File: src/rtl/logic_unit_pipe.sv
// WIDTH-bit bitwise logic unit with valid/ready handshake, accumulator feedback,
// one-deep registered output stage, zero/parity flags and a saturating op counter.
module logic_unit_pipe #(
  parameter int WIDTH = 8,
  parameter int CNT_W = 16
) (
  input  logic             clk,
  input  logic             reset,
  input  logic             in_valid,
  output logic             in_ready,
  input  logic [WIDTH-1:0] a,
  input  logic [WIDTH-1:0] b,
  input  logic [2:0]       op,
  input  logic             acc_en,
  output logic             out_valid,
  input  logic             out_ready,
  output logic [WIDTH-1:0] result,
  output logic             zero,
  output logic             parity,
  output logic [CNT_W-1:0] op_count
);

  localparam logic [CNT_W-1:0] CNT_MAX = {CNT_W{1'b1}};

  logic [WIDTH-1:0] result_reg;
  logic [WIDTH-1:0] acc_reg;
  logic             out_valid_reg;
  logic             zero_reg;
  logic             parity_reg;
  logic [CNT_W-1:0] count_reg;

  logic [WIDTH-1:0] operand_a;
  logic [WIDTH-1:0] result_next;
  logic             accept;

  // The output register frees up in the same cycle it is consumed, so a
  // consumer holding out_ready high sustains one operation per cycle.
  assign in_ready  = !out_valid_reg || out_ready;
  assign accept    = in_valid && in_ready;
  assign operand_a = acc_en ? acc_reg : a;

  always_comb begin
    result_next = '0;
    case (op)
      3'b000:  result_next = operand_a & b;
      3'b001:  result_next = ~(operand_a & b);
      3'b010:  result_next = operand_a | b;
      3'b011:  result_next = ~(operand_a | b);
      3'b100:  result_next = operand_a ^ b;
      3'b101:  result_next = ~(operand_a ^ b);
      3'b110:  result_next = ~operand_a;
      default: result_next = operand_a;
    endcase
  end

  always_ff @(posedge clk or posedge reset) begin
    if (reset) begin
      result_reg    <= '0;
      acc_reg       <= '0;
      out_valid_reg <= 1'b0;
      zero_reg      <= 1'b1;
      parity_reg    <= 1'b0;
      count_reg     <= '0;
    end else if (accept) begin
      result_reg    <= result_next;
      acc_reg       <= result_next;
      out_valid_reg <= 1'b1;
      zero_reg      <= (result_next == '0);
      parity_reg    <= ^result_next;
      if (count_reg != CNT_MAX) begin
        count_reg <= count_reg + 1'b1;
      end
    end else if (out_valid_reg && out_ready) begin
      out_valid_reg <= 1'b0;
    end
  end

  assign result    = result_reg;
  assign out_valid = out_valid_reg;
  assign zero      = zero_reg;
  assign parity    = parity_reg;
  assign op_count  = count_reg;

endmodule

File: config.mk
export PLATFORM = sky130hd
export DESIGN_NAME = logic_unit_pipe
export DESIGN_NICKNAME = d
export VERILOG_FILES = /design/src/rtl/logic_unit_pipe.sv
export SDC_FILE = /design/constraint.sdc
export NUM_CORES = 1
export LEC_CHECK = 0
export ABC_CLOCK_PERIOD_IN_PS = 4700
export CAP_MARGIN = 20
export CORE_ASPECT_RATIO = 1.2
export CORE_MARGIN = 3
export CORE_UTILIZATION = 53
export DETAILED_ROUTE_END_ITERATION = 16
export HOLD_SLACK_MARGIN = 0.03
export MAX_ROUTING_LAYER = met4
export PLACE_DENSITY = 0.83
export SYNTH_ARGS = -nofsm -noshare
export SYNTH_HDL_FRONTEND = slang
export SYNTH_SLANG_ARGS = --single-unit
File: constraint.sdc
create_clock -name clk -period 4.7 [get_ports clk]
set_input_delay 0.94 -clock clk [delete_from_list [all_inputs] [get_ports clk]]
set_output_delay 0.94 -clock clk [all_outputs]
set_load 0.01 [all_outputs]
==> metrics <==
P&R area growth vs syn 29.4%; post-synthesis sequential element count 27; clock sink count 27; skew final 2.68 ps; post-synth net total 242; Worst-path clk slew 90 ps; outcome finished clean; Routed Antenna Nets 0; worst skew pair latency 270 ps; Worst setup SP type input port; Avg Cell Area, Syn 10.4 um2; share of post-route cells with drive strength above 1 12.6%; nets 293; Ports 52; critical path arrival 3820 ps; Hold Path Class flop to flop; Tot GR Track Use 18.3%; Resize count post-CTS 0; top cell type's share of synthesized area 31.6%; final worst-path cycle share 78.4%; Chip Height 74.3 um; area of the die 0.00467 mm2; Die W 62.9 um; Syn Inst Count 197; post-synthesis cell area 0.00206 mm2; Post-synth EDFFs 0; total CTS buffers 3; DP HPWL 3210 um; RSZ-0062 raised after global routing false; met1 GRT Util 18.8%; Layout Cells excl Fill 299; TritonCTS clock tree done; H-tree levels 1; Slew @ Worst Pin 860 ps; Max Freq 0.272 GHz; antenna violations before repair 0; Synth area leader dfrtp_1; Initial Utilization 55.7%; Largest register FFs 16; Reg area 677 um2; IO buf count 51; post-synth cell types 38; pins over their slew limit 0; max cap viols 0; # fillers 275; row count 24; Worst setup EP type flop; Syn. warnings 0; # DRC 0; Core ar. 0.00369 mm2; Detailed Routing Iterations Pass 1 4; GR Util met2 35.1%; Hold Violations, Final 0; Setup TNS Final 0 ps; pwr dens 329 mW/mm2; first-pass GRT wire length 6640 um; Period minus WS final 3680 ps; wire per inst 13.4 um; endpoints failing setup 0; worst hold start zero; antenna cells 0; GPL Wtd Cong 0.845; commonest non-fill, non-tap cell in the layout clkdlybuf4s50_1; largest net degree at the start of global routing 28; worst setup margin 1020 ps; critical path class input port to flop; clock root buffer clkbuf_8; Leak 1.24 nW; post-place setup slack 732 ps; Multi-input gate area 0.00124 mm2; worst vdd ir 0.144 mV; Synth Flop Type dfrtp_1; Area contributors post-synth dfrtp_1 (32%), ha_1 (13%), mux4_2 (7.7%); Starting DRT DRC Count 62; vias per cell 5.32; r2r startpoint acc_reg[1]; busiest metal layer after global routing met2; grt met3 use 2.11%; # Post-CTS Setup Buffers 0; sequential area share after synthesis 32.9%; Slew headroom 42.5%; Post-synth ARST share 100%; CP max FO 8; post-placement cell count 294; vias in the first global route 1596; GRT overflow 0; post-cts hold buffer count 0; Critical Path Start acc_en; Clock Path Buffers 2; via count 1590; Worst Path Required 4840 ps; Detailed Route WL 4020 um; commonest non-fill, non-tap cells in the layout clkdlybuf4s50_1 (51), dfrtp_1 (26), inv_1 (25)
-- worst max-delay path, stage by stage --
cell,delay (ps)
clkdlybuf4s50_1,790
mux2i_1,380
ha_1,300
mux2i_1,130
o211ai_1,140
nor4_1,360
or2_1,160
ha_1,220
xnor2_1,180
xnor2_1,130
o21ai_1,70
-- synth_stat cells, drive strengths merged, types with 4 or more instances --
| cell | instances |
|---|---|
| a211oi | 4 |
| a21oi | 4 |
| buf | 5 |
| dfrtp | 26 |
| ha | 21 |
| inv | 27 |
| mux2i | 10 |
| mux4 | 7 |
| nand2 | 16 |
| nand3 | 6 |
| nand4 | 5 |
| nor2 | 6 |
| o21ai | 9 |
| xnor2 | 11 |
| xor2 | 13 |
-- power breakdown --
group          total [mW]  internal, mW  switching [mW]
registers           0.347         0.285          0.0620
logic               0.398         0.230           0.168
clock network       0.131        0.0594          0.0714
total               0.876         0.574           0.301
-- final cells by class --
class                      count  area share (%)
clock buffer                   3            1.55
clock inverter                 1           0.188
inverter                      27            3.80
multi-input combinational    136            46.6
sequential                    27            25.4
tap                           52            2.44
timing repair buffer          53            20.0
-- final timing paths --
check / to / slack (ps) / cells after the start
worst max-delay path: parity / 1020 / 11
worst min-delay path: zero / 480 / 2
worst max register to register: parity / 2170 / 10
worst min register to register: zero / 480 / 2
max in group asynchronous: zero / 3170 / 3
min in group asynchronous: op_count[0] / 980 / 2
-- per-layer routing --
metal	wire, um	up-vias
li1	-	776
met1	1630	761
met2	2170	49
met3	167	4
met4	43	0
met5	0	-
-- logic make-up after synthesis --
family	Yosys count	share of synthesized area, %
and+or+nand+nor	51	15.2
buffers and inverters	34	6.81
DFF	27	32.9
xor gates and xnor gates	24	12.8
AOI/OAI and AO/OA	22	6.50
adders and majority gates	21	12.8
muxes	18	13.1
-- stage by stage --
stage          util, %  hold slack [ps]  total power [mW]  instance area [um2]
2_1_floorplan        -              468             0.578                 2060
3_3_place_gp      70.5              453             0.739                 2600
3_5_place_dp      70.5              463             0.753                 2600
4_1_cts           71.7              479             0.883                 2650
5_1_grt           72.1              530             0.935                 2660
6_report          72.1              478             0.876                 2660
(Power assumes the default switching activity.)
